File: src/rtl/pipe_stage_reg.sv
// Flow-controlled pipeline stage register with optional two-entry skid buffer,
// flush-to-bubble and saturating stall/bubble counters.
module pipe_stage_reg #(
   parameter int unsigned      WIDTH     = 13,
   parameter int               SKID      = 1,
   parameter logic [WIDTH-1:0] RESET_VAL = '0,
   parameter int unsigned      CNTW      = 16
) (
   input  logic             clk,
   input  logic             reset,
   input  logic             flush,
   input  logic             in_valid,
   output logic             in_ready,
   input  logic [WIDTH-1:0] in_data,
   output logic             out_valid,
   input  logic             out_ready,
   output logic [WIDTH-1:0] out_data,
   output logic [CNTW-1:0]  stall_cnt,
   output logic [CNTW-1:0]  bubble_cnt
);

   if (SKID != 0) begin : g_skid
      typedef enum logic [1:0] {EMPTY, FULL, SKIDFULL} state_t;

      state_t           state_q, state_d;
      logic [WIDTH-1:0] main_q, main_d;
      logic [WIDTH-1:0] skid_q, skid_d;
      logic             rdy_q;
      logic             in_xfer;

      assign in_xfer = in_valid & rdy_q;

      always_comb begin
         state_d = state_q;
         main_d  = main_q;
         skid_d  = skid_q;
         if (flush) begin
            state_d = EMPTY;
            main_d  = RESET_VAL;
            skid_d  = RESET_VAL;
         end else begin
            case (state_q)
               EMPTY: begin
                  if (in_xfer) begin
                     main_d  = in_data;
                     state_d = FULL;
                  end
               end
               FULL: begin
                  if (in_xfer && out_ready) begin
                     main_d = in_data;
                  end else if (in_xfer) begin
                     skid_d  = in_data;
                     state_d = SKIDFULL;
                  end else if (out_ready) begin
                     main_d  = RESET_VAL;
                     state_d = EMPTY;
                  end
               end
               SKIDFULL: begin
                  if (out_ready) begin
                     main_d  = skid_q;
                     skid_d  = RESET_VAL;
                     state_d = FULL;
                  end
               end
               default: begin
                  state_d = EMPTY;
                  main_d  = RESET_VAL;
                  skid_d  = RESET_VAL;
               end
            endcase
         end
      end

      // in_ready is registered from the next state so out_ready never reaches it combinationally
      always_ff @(posedge clk or posedge reset) begin
         if (reset) begin
            state_q <= EMPTY;
            main_q  <= RESET_VAL;
            skid_q  <= RESET_VAL;
            rdy_q   <= 1'b1;
         end else begin
            state_q <= state_d;
            main_q  <= main_d;
            skid_q  <= skid_d;
            rdy_q   <= (state_d != SKIDFULL);
         end
      end

      assign in_ready  = rdy_q;
      assign out_valid = (state_q != EMPTY);
      assign out_data  = main_q;
   end else begin : g_noskid
      logic             valid_q;
      logic [WIDTH-1:0] data_q;
      logic             in_xfer;
      logic             out_xfer;

      assign in_ready = ~valid_q | out_ready;
      assign in_xfer  = in_valid & in_ready;
      assign out_xfer = valid_q & out_ready;

      always_ff @(posedge clk or posedge reset) begin
         if (reset) begin
            valid_q <= 1'b0;
            data_q  <= RESET_VAL;
         end else if (flush) begin
            valid_q <= 1'b0;
            data_q  <= RESET_VAL;
         end else if (in_xfer) begin
            valid_q <= 1'b1;
            data_q  <= in_data;
         end else if (out_xfer) begin
            valid_q <= 1'b0;
            data_q  <= RESET_VAL;
         end
      end

      assign out_valid = valid_q;
      assign out_data  = data_q;
   end

   // Counters ignore flush; only reset clears them
   always_ff @(posedge clk or posedge reset) begin
      if (reset) begin
         stall_cnt  <= '0;
         bubble_cnt <= '0;
      end else begin
         if (out_valid && !out_ready && (stall_cnt != '1))
            stall_cnt <= stall_cnt + 1'b1;
         if (!out_valid && out_ready && (bubble_cnt != '1))
            bubble_cnt <= bubble_cnt + 1'b1;
      end
   end

endmodule

File: config.mk
export PLATFORM = sky130hd
export DESIGN_NAME = pipe_stage_reg
export DESIGN_NICKNAME = d
export VERILOG_FILES = /design/src/rtl/pipe_stage_reg.sv
export SDC_FILE = /design/constraint.sdc
export NUM_CORES = 1
export LEC_CHECK = 0
export ABC_AREA = 1
export BUFFER_PORTS_ARGS = -buffer_cell sky130_fd_sc_hd__clkbuf_2
export CORE_MARGIN = 2
export CORE_UTILIZATION = 45
export CTS_BUF_LIST = sky130_fd_sc_hd__clkbuf_2 sky130_fd_sc_hd__clkbuf_4 sky130_fd_sc_hd__clkbuf_8
export DETAILED_ROUTE_END_ITERATION = 16
export GPL_TIMING_DRIVEN = 0
export PLACE_DENSITY = 0.73
export SYNTH_ARGS = -nofsm -noshare
export SYNTH_HDL_FRONTEND = slang
export SYNTH_SLANG_ARGS = --single-unit
File: constraint.sdc
create_clock -name clk -period 2.1 [get_ports clk]
set_input_delay 0.105 -clock clk [delete_from_list [all_inputs] [get_ports clk]]
set_output_delay 0.105 -clock clk [all_outputs]
set_load 0.1 [all_outputs]
### After elaboration in Yosys (flattened, before gate mapping)

Index checks and enable logic that the tools add are counted.

* ROM bits: 0
* RAM bits: 0
* memories: 0
* output and inout bits: 47
* register bits after elaboration: 61
* latch bits: 0

* divide/modulo/power cells: 0
* shift-type cells: 0
* reduce and logical (&&, ||, !) cells: 11
* equal/unequal tests: 12
* $mul: 0
* add/sub/neg operators: 2
* mux-type cells: 17
* magnitude comparators: 0
* bitwise gates (word level): 1

Operators with widths (number)
* $mux 13: 8
* $pmux 13 s3: 2
* $add 16x1->16 const B: 2
* $ne 16x16->1 const B: 2
* $mux 2: 6
* $ne 3x3->1 const B: 4
* $ne 4x4->1 const B: 2
* $reduce_and 4->1: 2
* $pmux 2 s3: 1
* $logic_and 1x1->1: 5
* $ne 2x2->1 const B: 2
* $eq 2x1->1 const B: 1
* $eq 2x2->1 const B: 1
* $logic_not 1->1: 2
* $logic_not 2->1: 1
* $reduce_bool 2->1: 1
* $and 1x1->1: 1

### Logic depth before layout (Yosys ltp)

Gate-level depths: netlist of the first run.

* word-level depth: 6
* mapped depth: 9
* gate-level depth less buffers: 8

### Worst setup path before layout of the first run

Ideal clock, no wire load.

* kind: reg2reg
* from: register bubble_cnt[0]
* to: register bubble_cnt[0]
* period minus slack after synthesis: 2.312 ns
* data arrival time: 2.191 ns
* data required time: 1.980 ns
* path slack: -0.212 ns
* path buffers: 1
* library setup time: 0.120 ns
* cell stages (with the launch flop): 10
* path through: dfrtp_1 > ha_1 > inv_2 > nor2_8 > nand2_4 > o21ai_4 > inv_4 > buf_6 > nand2_1 > nand2_1

* longest elaborated chain between the ends: 2
* elaborated cells between the ends (all ways): 3

RTL lines
* from (decl): line 19 `output logic [CNTW-1:0] bubble_cnt`
* from (signal assigned): line 133 `bubble_cnt <= bubble_cnt + 1'b1;`
* branches (longest 2 deep; another with $add 16x1->16)

Several ways; the timed one is not identified.
A chain may end at the register's enable or synchronous reset.

### Final worst setup path of the first run

* from: register bubble_cnt[0]
* to: register bubble_cnt[9]

Same word-level chain as after synthesis.

==> metrics.csv, run 1 <==
stage;metric;value;unit
run_status;status;finished clean;
route;Starting DRT DRC Count;78;
timing;fin. max-slew vios;0;
global_routing;total gr overflow;0;
worst_setup_path;kind of critical path;flip-flop to flip-flop;
floorplanning;DIE HEIGHT;91.40;um
timing;fmax;559.9;MHz
timing;RSZ-0062 raised after global routing;no;
worst_setup_path;crit path max fanout;10;
layout;fin cells;659;
route;router iterations before antenna repair;4;
timing;Least-Margin Pin Slew;0.5499;ns
worst_setup_path;worst endpoint required time;2.32;ns
layout;P&R area growth vs syn;20.68;%
yosys;Post-Syn Instances;477;
floorplanning;Die ar.;8353;um2
clock_network;TritonCTS clock tree;built;
layout;most common cell after layout, fill and taps aside;nand2_1;
min_path;worst min path class;input pin to flip-flop;
timing;fin crit share;85.05;%
placed_design;IO Port Bufs;64;
floorplanning;die outline width;91.40;um
layout;final core utilization;56.58;%
yosys;compound-cell area share of the yosys netlist;4.696;%
worst_setup_path;Critical Path AT;2.01;ns
floorplanning;Rows;31;
yosys;post-synthesis xor/xnor area fraction;3.568;%
worst_setup_path;Crit. End Element;flip-flop;
yosys;post-synth top area cell;dfrtp_1;
yosys;synth warn;0;
global_routing;vias in the first global route;2997;
yosys;flops & latches, synth;61;
yosys;top post-synthesis cells by area;dfrtp_1, nand2_1, nand3_1, nor2_1, xnor2_1;
yosys;post-synthesis simple-gate area fraction;40.99;%
floorplanning;Core ar.;7331;um2
clock_network;Clock Sinks;61;
layout;ANT cells;0;
clock_network;CTS clk-pin slew, worst paths;0.08;ns
worst_setup_path;nature of the critical path startpoint;flip-flop;
layout;share of cells above drive strength 1;22.50;%
timing;clock skew;0.01080;ns
global_routing;Tot GR Track Use;19.44;%
yosys;Netlist Area Pre-Place;3437;um2
worst_setup_path;reg2reg path depth;9;
yosys;Synth Area in Adders;0.7281;%
clock_network;CTS buffer count;9;
clock_network;post-CTS sizing;0;
layout;fillers;707;
job;Max-Cap Viols;0;
yosys;Yosys top cell area share;43.68;%
yosys;Synth cell types;28;
route;drt wl/cell;11.61;um
route;# DRC;0;
route;Routed Antenna Nets;0;
timing;Setup violations, final;0;
timing;final worst setup slack;0.3140;ns
clock_network;# H-tree levels;3;
layout;multi-input logic area;1718;um2
yosys;synthesized net count;497;
global_routing;largest net degree at the start of global routing;43;
placed_design;pre-CTS setup slack;0.3015;ns
yosys;register area share after synthesis;44.45;%
min_path;worst hold stages;3;
placed_design;Inst Count DP;641;
global_routing;initial antenna violation count;0;
floorplanning;Initial Util;46.89;%
power_and_ir_drop;VDD IR max;1061;uV
route;vias;3160;
clock_network;Skew-Pair Late Insertion Delay;0.33;ns
layout;fin nets;575;
layout;register area;1538;um2
placed_design;Routability Congestion;0.8528;
route;Via density;4.795;
power_and_ir_drop;Power Density;921.6;nW/um2
layout;post-route cell area;4148;um2
placed_design;HPWL Detailed;5735;um
route;final wirelength;7648;um
layout;most frequent cells in the layout;nand2_1, clkbuf_2, dfrtp_1;
clock_network;root buf cell;clkbuf_8;
timing;Slew headroom;63.50;%
global_routing;first-pass GRT wire length;13390;um
power_and_ir_drop;Pleak;0.002158;uW
floorplanning;io pins;65;
timing;final-report hold violation count;0;
yosys;largest family of logic cells by synthesized area;simple AND/OR/NAND/NOR gates;
clock_network;postcts setup bufs;0;
timing;Final min period;1.786;ns
yosys;mean post-synth cell area;7.206;um2
clock_network;Clock Tree Buf Depth;2;
placed_design;Post-Place Cell Area;3911;um2
yosys;mux share of post-synthesis cell area;0;%
[area by class of cell]
class,count,share of cell area (%)
Multi-Input combinational cell,374,41.42
Sequential cell,61,37.07
Timing Repair Buffer,67,8.688
Clock buffer,11,3.650
Tap cell,99,2.986
Inverter,30,2.775
Buffer,12,1.840
Clock inverter,5,1.569
[synth_stat cells]
master / number
dfrtp_1: 60
ha_1: 2
nand2_2: 8
inv_1: 27
dfstp_2: 1
nor3b_1: 2
inv_4: 1
o21ai_0: 18
buf_2: 7
nand3_2: 1
nand2_4: 1
nor2_4: 2
o21ai_1: 5
a21oi_1: 1
xnor2_1: 12
clkbuf_1: 2
nand4_1: 11
inv_2: 2
nand3_1: 27
nor3_2: 1
nand2_1: 237
o21ai_2: 1
o21ai_4: 2
xor2_1: 2
nor2_1: 35
nor2_2: 4
nor2_8: 2
buf_6: 3
[worst paths after layout]
kind,slack (ns),end,from
worst max-delay path,0.31,bubble_cnt[9]$_DFFE_PP0P_,bubble_cnt[0]$_DFFE_PP0P_
worst min register to register,0.48,out_data[5]$_DFFE_PP0P_,out_data[5]$_DFFE_PP0P_
worst min-delay path,0.02,g_skid.skid_q[3]$_DFFE_PP0P_,in_data[3]
max in group asynchronous,1.16,in_ready$_DFF_PP1_,reset
worst max register to register,0.31,bubble_cnt[9]$_DFFE_PP0P_,bubble_cnt[0]$_DFFE_PP0P_
min in group asynchronous,0.31,stall_cnt[2]$_DFFE_PP0P_,reset
[state kept, by name, indices dropped and copies added, names as in the netlist]
signal	flops
bubble_cnt	16
g_skid.state_q	2
g_skid.skid_q	13
in_ready	1
out_data	13
stall_cnt	16
[timing repair]
item | in CTS | in global routing
hold buffers | 2 | 0
hold endpoints to repair | 20 | 0
setup endpoints to repair | 0 | 0
[per-layer routing]
layer  GRT usage, %  part of all wire, %  up-vias
met5              0                    0        -
met4          4.672                 0.60        0
met3          4.730                  4.4        4
met2          32.84                   49       64
met1          25.04                   46     1452
li1               -                    -     1640
[where the power goes]
part | switching, uW | leakage (uW) | internal [uW]
Combinational | 1030 | 0.00124 | 232
Clock | 496 | 0.000111 | 626
Sequential | 149 | 0.000813 | 1290
[worst max-delay path, stage by stage, from the launching register on]
cell and delay, ns:
dfrtp_2 0.42, ha_1 0.27, inv_2 0.09, nor2_8 0.14
nand2_4 0.08, o21ai_4 0.32, inv_4 0.08, buf_6 0.15
nand2_1 0.07, nand2_1 0.05
[metrics by stage]
stage               setup TNS, ns  power (uW)  hold WS, ns
finish                          0        3822      0.02330
global route                    0        4002     0.007460
CTS                             0        3868     0.004697
detailed placement              0        2725       0.1297
global placement           -19.05        2698       0.3626
floorplan                       0        2492       0.2516
[kinds of logic (layout without fill, tap and decap cells)]
kind of cell | Yosys count | after routing
and+or+nand+nor | 331 | 331
DFF | 61 | 61
buffers and inverters | 42 | 125
AOI/OAI and AO/OA | 27 | 27
xor gates and xnor gates | 14 | 14
adders and majority gates | 2 | 2
Note: power is estimated with default switching activity, not from simulation.
==> inputs of run 2 (changes only) <==
REMOVE_ABC_BUFFERS = 1   (was unset)
==> run 2 against run 1 <==
Compared with the run above:
- count of clock-buffer cells in the layout unchanged
- largest power group unchanged
- wire length up 1.9%
- sequential cell count unchanged
- critical endpoint is now out_data[1]$_DFFE_PP0P_
- hold slack worse by 0.0099 ns
- cell area down 1.2%
- die area unchanged
- first-iteration DRC count up 64%
- total power down 1.7%
- combinational power about the same
- sequential power about the same
- setup slack worse by 0.066 ns
- register-to-register slack worse by 0.07 ns
==> metrics.csv, run 2 (same netlist as run 1, synthesis figures left out) <==
stage;metric;value;unit;change
route;# DRC;0;;unchanged
timing;Slew headroom;57.88;%;was 63.50%
timing;Least-Margin Pin Slew;0.6309;ns;was 0.5499 ns
placed_design;Routability Congestion;0.8301;;was 0.8528
placed_design;pre-CTS setup slack;-0.2893;ns;was 0.3015 ns
worst_setup_path;nature of the critical path startpoint;flip-flop;;unchanged
layout;most common cell after layout, fill and taps aside;nand2_1;;unchanged
global_routing;vias in the first global route;2956;;was 2997
global_routing;total gr overflow;0;;unchanged
timing;final-report hold violation count;0;;unchanged
worst_setup_path;worst endpoint required time;2.33;ns;was 2.32 ns
timing;fin crit share;88.19;%;was 85.05%
worst_setup_path;crit path max fanout;15;;was 10
power_and_ir_drop;VDD IR max;1030;uV;was 1061 uV
timing;Final min period;1.852;ns;was 1.786 ns
power_and_ir_drop;Pleak;0.002129;uW;was 0.002158 uW
worst_setup_path;Critical Path AT;2.08;ns;was 2.01 ns
route;Via density;4.924;;was 4.795
clock_network;Clock Sinks;61;;unchanged
layout;P&R area growth vs syn;19.22;%;was 20.68%
layout;most frequent cells in the layout;nand2_1, clkbuf_2, dfrtp_1;;unchanged
layout;fin nets;565;;was 575
layout;fillers;693;;was 707
layout;share of cells above drive strength 1;20.22;%;was 22.50%
floorplanning;Core ar.;7331;um2;unchanged
global_routing;Tot GR Track Use;20.01;%;was 19.44%
timing;worst hold slack;0.01341;ns;was 0.02330 ns
clock_network;Clock Tree Buf Depth;2;;unchanged
clock_network;CTS clk-pin slew, worst paths;0.07;ns;was 0.08 ns
timing;RSZ-0062 raised after global routing;no;;unchanged
clock_network;# H-tree levels;3;;unchanged
global_routing;first-pass GRT wire length;13560;um;was 13390 um
floorplanning;Initial Util;46.89;%;unchanged
route;drt wl/cell;12.03;um;was 11.61 um
layout;register area;1528;um2;was 1538 um2
power_and_ir_drop;Power Density;916.9;nW/um2;was 921.6 nW/um2
timing;fin. max-slew vios;0;;unchanged
global_routing;initial antenna violation count;0;;unchanged
run_status;status;finished clean;;unchanged
job;Max-Cap Viols;0;;unchanged
route;Starting DRT DRC Count;128;;was 78
layout;final core utilization;55.90;%;was 56.58%
route;router iterations before antenna repair;5;;was 4
clock_network;TritonCTS clock tree;built;;unchanged
floorplanning;DIE HEIGHT;91.40;um;unchanged
timing;final worst setup slack;0.2480;ns;was 0.3140 ns
power_and_ir_drop;Overall Power;3757;uW;was 3822 uW
floorplanning;Die ar.;8353;um2;unchanged
layout;ANT cells;0;;unchanged
floorplanning;die outline width;91.40;um;unchanged
worst_setup_path;kind of critical path;flip-flop to flip-flop;;unchanged
route;final wirelength;7795;um;was 7648 um
clock_network;root buf cell;clkbuf_8;;unchanged
floorplanning;Rows;31;;unchanged
timing;clock skew;0.007339;ns;was 0.01080 ns
min_path;worst min path class;input pin to flip-flop;;unchanged
route;vias;3191;;was 3160
floorplanning;io pins;65;;unchanged
clock_network;CTS buffer count;9;;unchanged
layout;biggest regs;bubble_cnt: 16 flops, stall_cnt: 16 flops;;unchanged
layout;multi-input logic area;1744;um2;was 1718 um2
worst_setup_path;Crit. End Element;flip-flop;;unchanged
timing;fmax;540.0;MHz;was 559.9 MHz
global_routing;largest net degree at the start of global routing;35;;was 43
timing;Setup violations, final;0;;unchanged
placed_design;IO Port Bufs;64;;unchanged
route;Routed Antenna Nets;0;;unchanged
placed_design;HPWL Detailed;5393;um;was 5735 um
clock_network;Skew-Pair Late Insertion Delay;0.34;ns;was 0.33 ns
-- run 2: cell count changes in the layout (fill, tap and decap cells not counted), moves of 2 or more --
| cell | previous run | this run |
|---|---|---|
| dfrtp_2 | 8 | 0 |
| buf_2 | 7 | 0 |
| clkbuf_1 | 2 | 0 |
| buf_6 | 3 | 0 |
| dfrtp_1 | 52 | 60 |
| inv_6 | 2 | 0 |
| clkinv_2 | 0 | 2 |
| clkinv_4 | 2 | 0 |
-- run 2: layout make-up --
type                            instances  area share (%)
Multi-Input combinational cell        374           42.56
Sequential cell                        61           37.28
Timing Repair Buffer                   69           9.466
Clock buffer                           11           3.695
Tap cell                               99           3.023
Inverter                               30           2.809
Clock inverter                          4           1.160
-- run 2: per-stage QoR --
step / area [um2] / instances / setup TNS, ns
global placement: 3805 / 628 / -24.70
CTS: 4055 / 646 / 0
detailed placement: 3825 / 629 / -3.462
global route: 4098 / 648 / 0
finish: 4098 / 648 / 0
floorplan: 3361 / 465 / -6.229
-- run 2: timing repair --
item,CTS,global route
cloned,0,0
setup endpoints to repair,13,45
resized for setup,2,3
hold buffers,2,0
endpoints found under the hold margin,28,0
pin swaps,0,1
setup buffers,0,2
-- run 2: worst max-delay path, cell delays in order (launching register included) --
cell and delay, ns:
dfrtp_1 0.46, inv_2 0.08, nor3_4 0.46, nand2_1 0.14
nand3_2 0.31, nor2_4 0.14, nand2_1 0.09, nand2_1 0.06
-- run 2: per-layer routing --
metal	vias to the layer above	wire length, um	part of all wire, %	GRT usage (%)
met5	-	0	0	0
met4	0	123	1.6	9.596
met3	11	411	5.3	3.900
met2	86	3632	47	31.13
met1	1465	3628	47	26.74
li1	1629	-	-	-
-- run 2: worst paths after layout --
path / end / depth (start not counted) / slack, ns / start
max: out_data[1]$_DFFE_PP0P_ / 7 / 0.25 / g_skid.state_q[0]$_DFF_PP0_
min: g_skid.skid_q[2]$_DFFE_PP0P_ / 3 / 0.01 / in_data[2]
max reg2reg: out_data[1]$_DFFE_PP0P_ / 7 / 0.25 / g_skid.state_q[0]$_DFF_PP0_
min reg2reg: out_data[9]$_DFFE_PP0P_ / 2 / 0.48 / out_data[9]$_DFFE_PP0P_
max in group asynchronous: in_ready$_DFF_PP1_ / 4 / 1.05 / reset
min in group asynchronous: stall_cnt[8]$_DFFE_PP0P_ / 3 / 0.38 / reset
-- run 2: report_power, final --
part | internal (uW) | switching (uW)
sequential | 1290 | 143
clock | 602 | 471
combinational | 225 | 1030
total | 2110 | 1640
==> inputs of run 3 (changes only) <==
GPL_TIMING_DRIVEN = 1   (was 0)
==> run 3 against run 2 <==
Compared with the run above:
- critical path depth increased by 1
- clock skew increased by 0.0027 ns
- cell count rose by 0.62%
- cell area up 0.21%
==> metrics.csv, run 3 (same netlist as run 1, synthesis figures left out) <==
stage;metric;value;unit;change
run_status;status;finished clean;;unchanged
worst_setup_path;RR Startpoint;bubble_cnt[0]$_DFFE_PP0P_;;was g_skid.state_q[0]$_DFF_PP0_
timing;RSZ-0062 raised after global routing;no;;unchanged
clock_network;# H-tree levels;3;;unchanged
layout;fin nets;568;;was 565
timing;fin. max-slew vios;0;;unchanged
worst_setup_path;Critical Path AT;2.08;ns;about the same
route;router iterations before antenna repair;4;;was 5
layout;fillers;682;;was 693
min_path;Hold Startpoint;in_data[2];;unchanged
layout;ANT cells;0;;unchanged
worst_setup_path;r2r setup slk;0.27;ns;was 0.25 ns
clock_network;Clock Tree Buf Depth;2;;unchanged
global_routing;first-pass GRT wire length;13580;um;was 13560 um
power_and_ir_drop;VDD IR max;892.5;uV;was 1030 uV
route;Routed Antenna Nets;0;;unchanged
layout;biggest regs;bubble_cnt: 16 flops, stall_cnt: 16 flops;;unchanged
clock_network;root buf cell;clkbuf_8;;unchanged
route;final wirelength;7737;um;was 7795 um
floorplanning;Die ar.;8353;um2;unchanged
worst_setup_path;kind of critical path;flip-flop to flip-flop;;unchanged
global_routing;largest net degree at the start of global routing;34;;was 35
placed_design;Post-Place Cell Area;3870;um2;was 3825 um2
layout;most common cell after layout, fill and taps aside;nand2_1;;unchanged
layout;post-route cell area;4106;um2;was 4098 um2
global_routing;total gr overflow;0;;unchanged
placed_design;pre-CTS setup slack;0.1611;ns;was -0.2893 ns
global_routing;initial antenna violation count;0;;unchanged
worst_setup_path;reg2reg path depth;8;;was 7
route;drt wl/cell;11.87;um;was 12.03 um
clock_network;TritonCTS clock tree;built;;unchanged
power_and_ir_drop;Overall Power;3857;uW;was 3757 uW
route;Starting DRT DRC Count;179;;was 128
timing;worst hold slack;0.02715;ns;was 0.01341 ns
floorplanning;io pins;65;;unchanged
timing;final worst setup slack;0.2739;ns;was 0.2480 ns
timing;Setup violations, final;0;;unchanged
clock_network;CTS buffer count;9;;unchanged
clock_network;CTS clk-pin slew, worst paths;0.08;ns;was 0.07 ns
timing;fmax;547.6;MHz;was 540.0 MHz
global_routing;vias in the first global route;2966;;was 2956
placed_design;IO Port Bufs;64;;unchanged
global_routing;Tot GR Track Use;20.07;%;was 20.01%
min_path;worst min path class;input pin to flip-flop;;unchanged
timing;Least-Margin Pin Slew;0.5642;ns;was 0.6309 ns
timing;final-report hold violation count;0;;unchanged
route;# DRC;0;;unchanged
clock_network;Clock Sinks;61;;unchanged
floorplanning;DIE HEIGHT;91.40;um;unchanged
timing;Final min period;1.826;ns;was 1.852 ns
route;Via density;4.844;;was 4.924
layout;share of cells above drive strength 1;20.80;%;was 20.22%
timing;fin crit share;86.96;%;was 88.19%
layout;multi-input logic area;1720;um2;was 1744 um2
worst_setup_path;Reg-to-Reg End;bubble_cnt[5]$_DFFE_PP0P_;;was out_data[1]$_DFFE_PP0P_
worst_setup_path;worst-path cell chain;ha_1 > inv_2 > nor2_8 > nand2_4 > o21ai_4 > buf_4 > nand2_1 > o21ai_0;;was inv_2 > nor3_4 > nand2_1 > nand3_2 > nor2_4 > nand2_1 > nand2_1
worst_setup_path;nature of the critical path startpoint;flip-flop;;unchanged
layout;most frequent cells in the layout;nand2_1, clkbuf_2, dfrtp_1;;unchanged
layout;P&R area growth vs syn;19.48;%;was 19.22%
placed_design;HPWL Detailed;5529;um;was 5393 um
floorplanning;Initial Util;46.89;%;unchanged
layout;final core utilization;56.02;%;was 55.90%
timing;Slew headroom;62.55;%;was 57.88%
floorplanning;die outline width;91.40;um;unchanged
timing;clock skew;0.01004;ns;was 0.007339 ns
worst_setup_path;largest stage delay on the critical path;0.44;ns;was 0.46 ns
worst_setup_path;slowest CP cell;dfrtp_1;;unchanged
clock_network;Skew-Pair Late Insertion Delay;0.34;ns;about the same
worst_setup_path;crit path max fanout;13;;was 15
min_path;Hold Path Sink;g_skid.skid_q[2]$_DFFE_PP0P_;;unchanged
placed_design;Routability Congestion;0.8727;;was 0.8301
worst_setup_path;worst endpoint required time;2.35;ns;was 2.33 ns
floorplanning;Rows;31;;unchanged
power_and_ir_drop;Pleak;0.002144;uW;was 0.002129 uW
job;Max-Cap Viols;0;;unchanged
worst_setup_path;Crit. End Element;flip-flop;;unchanged
layout;register area;1528;um2;unchanged
floorplanning;Core ar.;7331;um2;unchanged
route;vias;3158;;was 3191
min_path;worst hold stages;3;;unchanged
power_and_ir_drop;Power Density;939.3;nW/um2;was 916.9 nW/um2
-- run 3: cell count changes in the layout (fill, tap and decap cells not counted), sizes merged --
cell	before	now
clkbuf	75	74
buf	3	7
clkinv	2	3
bufinv	1	2
dlygate4sd3	2	1
-- run 3: power by group --
group / internal (uW) / total [uW] / switching (uW)
clock: 698 / 1180 / 483
sequential: 1290 / 1430 / 142
combinational: 223 / 1250 / 1030
-- run 3: how the worst max path moves through the flow --
stage               slack [ns]                          to                      start  cells after the start
detailed placement        0.16   stall_cnt[13]$_DFFE_PP0P_   stall_cnt[0]$_DFFE_PP0P_                      8
global route              0.08   bubble_cnt[2]$_DFFE_PP0P_  bubble_cnt[0]$_DFFE_PP0P_                      8
floorplan                -0.27  bubble_cnt[10]$_DFFE_PP0P_  bubble_cnt[0]$_DFFE_PP0P_                      8
finish                    0.27   bubble_cnt[5]$_DFFE_PP0P_  bubble_cnt[0]$_DFFE_PP0P_                      8
CTS                       0.15   stall_cnt[13]$_DFFE_PP0P_   stall_cnt[0]$_DFFE_PP0P_                      8
global placement          0.25   stall_cnt[15]$_DFFE_PP0P_   stall_cnt[0]$_DFFE_PP0P_                      8
-- run 3: layer usage --
layer | GRT usage (%) | part of all wire [%] | vias up
li1 | - | - | 1634
met1 | 28.44 | 49 | 1440
met2 | 30.21 | 46 | 75
met3 | 3.154 | 3.8 | 9
met4 | 9.091 | 1.7 | 0
met5 | 0 | 0 | -
-- run 3: timing repair --
action | CTS | global route
hold buffers | 1 | 0
hold endpoints to repair | 40 | 0
gates resized for setup | 0 | 1
setup endpoints to repair | 0 | 2
buffers inserted | 0 | 0
-- run 3: per-stage QoR --
stage	TNS, ns	cells
2_1_floorplan	-6.229	465
3_5_place_dp	0	635
6_report	0	652
4_1_cts	0	652
5_1_grt	0	652
3_3_place_gp	0	635
-- run 3: cell type report --
type	instances	area share, %
multi-input cells	374	41.90
flip-flops and latches	61	37.20
repair buffers	72	9.628
clock buffers	10	3.352
well taps	99	3.016
inverters	30	2.803
clock inverters	6	2.102
-- run 3: critical path: cells and delay by family, from the launching register on --
family                   cells  cell delay [ns]
AO/OA/AOI/OAI                2             0.44
adder cells (fa/ha/maj)      1             0.28
buffers and inverters        2             0.32
flip-flops                   1             0.44
AND/OR/NAND/NOR              3             0.27
